## src/rtl/mult_accum_if.sv

```systemverilog
// rtl/mult_accum_if.sv - product-in / sum-out handshake bundle for mult_accum
interface mult_accum_if #(
  parameter int PROD_W = 10,
  parameter int ACC_W  = 14,
  parameter int CNT_W  = 3
);
  logic                     start;
  logic                     in_valid;
  logic                     in_ready;
  logic signed [PROD_W-1:0] prod_in;
  logic                     out_valid;
  logic                     out_ready;
  logic signed [ACC_W-1:0]  acc_out;
  logic                     busy;
  logic [CNT_W-1:0]         count;

  modport master (
    output start, in_valid, prod_in, out_ready,
    input  in_ready, out_valid, acc_out, busy, count
  );

  modport slave (
    input  start, in_valid, prod_in, out_ready,
    output in_ready, out_valid, acc_out, busy, count
  );
endinterface

```

## src/rtl/mult_accum.sv

```systemverilog
// rtl/mult_accum.sv - sequential multiply-accumulate back end
// Sums N_TERMS signed products per run and holds the result until taken.
module mult_accum #(
  parameter int PROD_W  = 10,
  parameter int N_TERMS = 8,
  parameter int ACC_W   = 14,
  parameter int CNT_W   = 3
) (
  input  logic         clk,
  input  logic         rst_n,
  mult_accum_if.slave  bus
);

  typedef enum logic [1:0] {
    IDLE  = 2'd0,
    ACCUM = 2'd1,
    DONE  = 2'd2
  } state_e;

  localparam logic [CNT_W-1:0] LAST_CNT = CNT_W'(N_TERMS - 1);

  state_e                  state_q;
  logic signed [ACC_W-1:0] acc_q;
  logic signed [ACC_W-1:0] acc_out_q;
  logic [CNT_W-1:0]        count_q;
  logic                    out_valid_q;
  logic                    in_ready_q;
  logic                    busy_q;

  logic signed [ACC_W-1:0] prod_ext;
  logic signed [ACC_W-1:0] sum_d;
  logic                    beat;
  logic                    take;

  // in_ready_q is only ever high in ACCUM, so it doubles as the accept gate.
  always_comb begin
    prod_ext = {{(ACC_W-PROD_W){bus.prod_in[PROD_W-1]}}, bus.prod_in};
    sum_d    = acc_q + prod_ext;
    beat     = bus.in_valid & in_ready_q;
    take     = out_valid_q & bus.out_ready;
  end

  always_ff @(posedge clk or negedge rst_n) begin
    if (!rst_n) begin
      state_q     <= IDLE;
      acc_q       <= '0;
      acc_out_q   <= '0;
      count_q     <= '0;
      out_valid_q <= 1'b0;
      in_ready_q  <= 1'b0;
      busy_q      <= 1'b0;
    end else begin
      case (state_q)
        IDLE: begin
          if (bus.start) begin
            state_q    <= ACCUM;
            acc_q      <= '0;
            count_q    <= '0;
            in_ready_q <= 1'b1;
            busy_q     <= 1'b1;
          end
        end

        ACCUM: begin
          if (beat) begin
            acc_q <= sum_d;
            if (count_q == LAST_CNT) begin
              state_q     <= DONE;
              acc_out_q   <= sum_d;
              out_valid_q <= 1'b1;
              in_ready_q  <= 1'b0;
              count_q     <= '0;
            end else begin
              count_q <= count_q + 1'b1;
            end
          end
        end

        DONE: begin
          if (take) begin
            out_valid_q <= 1'b0;
            // A start coinciding with the hand-off chains straight into the next run.
            if (bus.start) begin
              state_q    <= ACCUM;
              acc_q      <= '0;
              count_q    <= '0;
              in_ready_q <= 1'b1;
            end else begin
              state_q <= IDLE;
              busy_q  <= 1'b0;
            end
          end
        end

        default: begin
          state_q     <= IDLE;
          out_valid_q <= 1'b0;
          in_ready_q  <= 1'b0;
          busy_q      <= 1'b0;
        end
      endcase
    end
  end

  assign bus.in_ready  = in_ready_q;
  assign bus.out_valid = out_valid_q;
  assign bus.acc_out   = acc_out_q;
  assign bus.busy      = busy_q;
  assign bus.count     = count_q;

endmodule

```

## src/flat_wrapper.sv

```systemverilog
// flat-port wrapper written by rule: the top's interface ports become plain ports
module mult_accum_flat 
#(
  parameter int PROD_W  = 10,
  parameter int N_TERMS = 8,
  parameter int ACC_W   = 14,
  parameter int CNT_W   = 3
)
  (clk, rst_n, bus_start, bus_in_valid, bus_prod_in, bus_out_ready, bus_in_ready, bus_out_valid, bus_acc_out, bus_busy, bus_count);
  mult_accum_if #(.PROD_W(PROD_W), .ACC_W(ACC_W), .CNT_W(CNT_W)) bus_i ();
  input  logic clk;
  input  logic rst_n;
  input wire logic [$bits(bus_i.start)-1:0] bus_start;
  input wire logic [$bits(bus_i.in_valid)-1:0] bus_in_valid;
  input wire logic [$bits(bus_i.prod_in)-1:0] bus_prod_in;
  input wire logic [$bits(bus_i.out_ready)-1:0] bus_out_ready;
  output wire logic [$bits(bus_i.in_ready)-1:0] bus_in_ready;
  output wire logic [$bits(bus_i.out_valid)-1:0] bus_out_valid;
  output wire logic [$bits(bus_i.acc_out)-1:0] bus_acc_out;
  output wire logic [$bits(bus_i.busy)-1:0] bus_busy;
  output wire logic [$bits(bus_i.count)-1:0] bus_count;
  assign bus_i.start = bus_start;
  assign bus_i.in_valid = bus_in_valid;
  assign bus_i.prod_in = bus_prod_in;
  assign bus_i.out_ready = bus_out_ready;
  assign bus_in_ready = bus_i.in_ready;
  assign bus_out_valid = bus_i.out_valid;
  assign bus_acc_out = bus_i.acc_out;
  assign bus_busy = bus_i.busy;
  assign bus_count = bus_i.count;
  mult_accum #(.PROD_W(PROD_W), .N_TERMS(N_TERMS), .ACC_W(ACC_W), .CNT_W(CNT_W)) u_core (.clk(clk), .rst_n(rst_n), .bus(bus_i));
endmodule
```

## config.mk

```make
export PLATFORM = sky130hd
export DESIGN_NAME = mult_accum_flat
export DESIGN_NICKNAME = d
export VERILOG_FILES = /design/src/rtl/mult_accum_if.sv /design/src/rtl/mult_accum.sv /design/src/flat_wrapper.sv
export SDC_FILE = /design/constraint.sdc
export NUM_CORES = 1
export LEC_CHECK = 0
export ABC_AREA = 1
export BUFFER_PORTS_ARGS = -buffer_cell sky130_fd_sc_hd__buf_2
export CORE_MARGIN = 10
export CORE_UTILIZATION = 51
export CTS_BUF_LIST = sky130_fd_sc_hd__clkbuf_16
export DETAILED_ROUTE_END_ITERATION = 7
export GPL_TIMING_DRIVEN = 0
export PLACE_DENSITY = 0.82
export SYNTH_ARGS = -nofsm -noshare
export SYNTH_HDL_FRONTEND = slang
export SYNTH_SLANG_ARGS = --single-unit
export TNS_END_PERCENT = 50
```

## constraint.sdc

```tcl
create_clock -name clk -period 1.7 [get_ports clk]
set_clock_uncertainty 0.05 [all_clocks]
set_input_delay 0.17 -clock clk [delete_from_list [all_inputs] [get_ports clk]]
set_output_delay 0.17 -clock clk [all_outputs]
set_load 0.02 [all_outputs]
```

==> summary.md <==
| Metric | Value |
|---|---|
| Unrepaired setup endpoints after global routing | true |
| Layout-stage area growth over the synthesis result | 27.5% |
| Via count | 2144 |
| Number of flops mapped to enable cells by yosys | 0 |
| Fin. max-slew vios | 0 |
| Filler cell count in the final layout | 344 |
| Maximum net fanout on the critical path | 3 |
| Cell types with the highest counts after synthesis | sky130_fd_sc_hd__nand2_1 (112), sky130_fd_sc_hd__inv_1 (37), sky130_fd_sc_hd__dfrtp_1 (36) |
| CP Data Required Time | 1.82 ns |
| Synth Net Count | 336 |
| Share of final-layout standard cells stronger than drive strength 1 | 0.282 |
| Post-layout nets | 382 |
| Total DRC errors in the routed layout | 0 |
| Largest net degree at the start of global routing | 37 |
| Post-route fraction of the period consumed by the critical path | 1.02 |
| Routed len/inst | about 15 um |
| HPWL after detailed placement | about 3.9 mm |
| Via/cell ratio | 5.32 |
| Die Footprint | 7510 um^2 |
| Most used flip-flop cell after synthesis | sky130_fd_sc_hd__dfrtp_1 |
| CTS root buf | sky130_fd_sc_hd__clkbuf_16 |
| Worst Setup Start Kind | flip-flop |
| Fraction of synthesis flops using an asynchronous set or reset pin | 1.00 |
| Number of instances in the synthesized netlist | slightly above 300 |
| Terminus of the critical flop-to-flop path | u_core.bus.acc_out[6]$_DFFE_PN0P_ |
| Initial antenna violation count | 0 |
| First-pass GRT wire length | 9.17 mm |
| Crit Reg-Reg Startpoint | u_core.acc_q[0]$_DFFE_PN0P_ |
| Final sum of negative setup slack | -0.0405 ns |
| Number of DRC markers after the initial detailed-route iteration | 170 |
| Yosys warning count | 0 |
| Number of top-level design ports | 35 |
| Overall global routing resource usage | 0.149 |
| Rel. slew slack | 0.475 |
| Min-delay worst type | in2reg |
| Minimum clock period after layout | 1.73 ns |
| Port bufs | 34 |
| Yosys top cell area share | 0.398 |
| Antenna fix cells | 0 |
| Worst Hold Slack | 0.138 ns |
| Sum of overflow across all layers after global routing | 0 |
| Final Hold Violating Endpoints | 0 |
| Maximum clock rate | 578 MHz |
| Vias in the first global route | 2098 |
| Effective utilization at floorplan | 0.524 |
| Die W | 86.7 um |
| Maximum clock insertion buffer count | 2 |
| Violations in the final reports | negative setup slack |
| Row cnt | 24 |
| Htree depth | 2 |
| Fraction of met1 tracks used by global routing | 0.175 |
| Post-synthesis cell area | 2270 um^2 |
| Leak pwr | 1.57 nW |
| Worst reg-to-reg path cell count | 11 |
| Worst vdd ir | slightly above 0.0008 V |
| Setup violators final | 2 |
| Flop-to-flop setup slack | -0.03 ns |
| Flip-flop and latch count after synthesis | 36 |
| Number of clock buffers inserted by TritonCTS | 5 |
| Total number of clock tree sinks | 36 |
| Fraction of met2 tracks used by global routing | 0.258 |
| Sequential share of the synthesized area | 0.398 |
| Clock Pin Slew Worst Setup and Hold Paths | ~0.06 ns |
| Number of stages on the worst hold path | 3 |
| Biggest area contributors in the synthesized netlist | sky130_fd_sc_hd__dfrtp_1 (40%), sky130_fd_sc_hd__nand2_1 (19%), sky130_fd_sc_hd__ha_1 (8.3%) |
| Worst setup EP type | flip-flop |
| Max-Cap Viols | 0 |
| Post-synthesis average cell area | 7.43 um^2 |
| TritonRoute pass-1 iters | 4 |
| Pre-CTS setup slack | -0.132 ns |
| Clock insertion delay at the later pin of the skew report | 0.28 ns |
| Antenna Nets Post-Route | 0 |
| Critical path data arrival time | 1.85 ns |
| Startpoint of the most critical hold path | bus_start |
| Worst path setup slack after routing | -0.0296 ns |
| Cell type with the highest aggregate area in the netlist | sky130_fd_sc_hd__dfrtp_1 |
| Timing startpoint of the critical path | u_core.acc_q[0]$_DFFE_PN0P_ |
| Routing layer with the top usage in global route | met2 |
| Worst setup path category | reg2reg |
| Power density over the cells | 1630 nW/um^2 |
| Outcome | finished, violations left |
| Most common cell in the synthesized netlist | sky130_fd_sc_hd__nand2_1 |
| Worst-margin pin slew | 0.787 ns |
| TritonCTS clock tree | yes |
| GPL Wtd Cong | 0.892 |
| Unique masters post-synth | 27 |
| Vertical extent of the die | 86.7 um |
| Overall routed net length | 6.05 mm |
| Hold endpoint | u_core.bus.in_ready$_DFFE_PN0P_ |
| Met3 track demand over resource in global routing | 0.0347 |
| Floorplan Core Area | 4320 um^2 |
[sequential cells by signal (all words and copies together) (netlist names)]
signal                count
u_core.state_q            2
u_core.bus.count          3
u_core.bus.acc_out       14
u_core.bus.in_ready       1
u_core.bus.out_valid      1
u_core.acc_q             14
u_core.bus.busy           1
[metrics by stage]
step | std cells | power [mW] | utilization | cell area, um^2
floorplan | 305 | 2.86 | - | 2270
global placement | 391 | 3.24 | 0.578 | 2500
detailed placement | 391 | 3.31 | 0.578 | 2500
CTS | 401 | 4.26 | 0.624 | 2700
global route | 403 | 5.06 | 0.668 | 2890
finish | 403 | 4.72 | 0.668 | 2890
[final cells by class]
cell class,instances,area [um^2],share of cell area
multi-input combinational,222,1390,0.479
sequential,36,901,0.312
timing repair buffer,39,210,0.0728
inverter,43,164,0.0567
clock buffer,5,125,0.0433
tap,52,65.1,0.0225
buffer,4,30.0,0.0104
clock inverter,2,8.76,0.00303
[cell families (layout without fill, tap and decap cells)]
| family | after synthesis | after routing | share of synthesized area |
|---|---|---|---|
| buf+inv | 47 | 93 | 0.0856 |
| xor+xnor | 6 | 6 | 0.0232 |
| flops | 36 | 36 | 0.398 |
| compound gates | 25 | 25 | 0.0712 |
| simple gates | 175 | 175 | 0.331 |
| fa+ha+maj | 16 | 16 | 0.0917 |
[how the worst max path moves through the flow]
stage,to,cells past startpoint
floorplan,u_core.acc_q[6]$_DFFE_PN0P_,11
global placement,u_core.bus.acc_out[6]$_DFFE_PN0P_,11
detailed placement,u_core.bus.acc_out[6]$_DFFE_PN0P_,11
CTS,u_core.bus.acc_out[6]$_DFFE_PN0P_,11
global route,u_core.bus.acc_out[6]$_DFFE_PN0P_,11
finish,u_core.bus.acc_out[6]$_DFFE_PN0P_,11
[cells in the final DEF, fill, tap and decap left out]
cell type / netlist / routed
sky130_fd_sc_hd__nand3_1: 25 / 24
sky130_fd_sc_hd__clkinv_2: 0 / 1
sky130_fd_sc_hd__o41ai_1: 1 / 1
sky130_fd_sc_hd__o31ai_2: 2 / 2
sky130_fd_sc_hd__nor3_2: 1 / 1
sky130_fd_sc_hd__xor2_2: 0 / 1
sky130_fd_sc_hd__nor2_1: 16 / 12
sky130_fd_sc_hd__buf_2: 3 / 37
sky130_fd_sc_hd__clkbuf_16: 0 / 5
sky130_fd_sc_hd__or2_1: 2 / 2
sky130_fd_sc_hd__xnor2_1: 4 / 3
sky130_fd_sc_hd__nand2_2: 11 / 16
sky130_fd_sc_hd__a21oi_1: 10 / 9
sky130_fd_sc_hd__a21oi_2: 0 / 1
sky130_fd_sc_hd__ha_1: 15 / 3
sky130_fd_sc_hd__xnor2_2: 0 / 1
sky130_fd_sc_hd__nand3b_1: 2 / 2
sky130_fd_sc_hd__buf_4: 0 / 4
sky130_fd_sc_hd__o21a_1: 1 / 1
sky130_fd_sc_hd__ha_4: 0 / 12
sky130_fd_sc_hd__inv_1: 37 / 37
sky130_fd_sc_hd__inv_2: 5 / 6
sky130_fd_sc_hd__xor2_1: 2 / 1
sky130_fd_sc_hd__nand3_2: 0 / 1
sky130_fd_sc_hd__o21ai_1: 8 / 9
sky130_fd_sc_hd__buf_8: 1 / 1
sky130_fd_sc_hd__nor2_2: 3 / 4
sky130_fd_sc_hd__nand4_1: 3 / 3
sky130_fd_sc_hd__nor2_4: 0 / 3
sky130_fd_sc_hd__nand2_1: 112 / 107
sky130_fd_sc_hd__a22o_1: 1 / 1
sky130_fd_sc_hd__fa_2: 0 / 1
sky130_fd_sc_hd__dfrtp_1: 36 / 36
sky130_fd_sc_hd__dlygate4sd3_1: 0 / 1
sky130_fd_sc_hd__a21oi_4: 1 / 1
sky130_fd_sc_hd__inv_4: 1 / 1
[layer usage]
metal | part of all wire | wire length (um)
met1 | 0.44 | 2690
met2 | 0.49 | 2990
met3 | 0.045 | 270
met4 | 0.017 | 100
met5 | 0 | 0
[worst max-delay path: stages (launching register included)]
cell	delay (ns)
sky130_fd_sc_hd__dfrtp_1	0.40
sky130_fd_sc_hd__ha_4	0.17
sky130_fd_sc_hd__inv_2	0.05
sky130_fd_sc_hd__fa_2	0.23
sky130_fd_sc_hd__nor2_4	0.05
sky130_fd_sc_hd__nor2_4	0.12
sky130_fd_sc_hd__inv_2	0.05
sky130_fd_sc_hd__nand2_1	0.06
sky130_fd_sc_hd__nand2_1	0.06
sky130_fd_sc_hd__or2_1	0.22
sky130_fd_sc_hd__nand3_1	0.09
sky130_fd_sc_hd__nand2_1	0.05
[where the power goes]
group / internal, mW / switching (mW)
Sequential: 1.07 / 0.205
Clock: 0.526 / 0.345
Combinational: 1.03 / 1.54
[repair_timing]
item / in CTS / in global routing
endpoints found under the hold margin: 36 / 0
cloned: 0 / 0
pin swaps: 3 / 6
hold buffers: 1 / 0
buffers inserted: 2 / 2
endpoints found under the setup margin: 10 / 20
gates resized for setup: 7 / 26
Power figures use the tool's default switching activity.
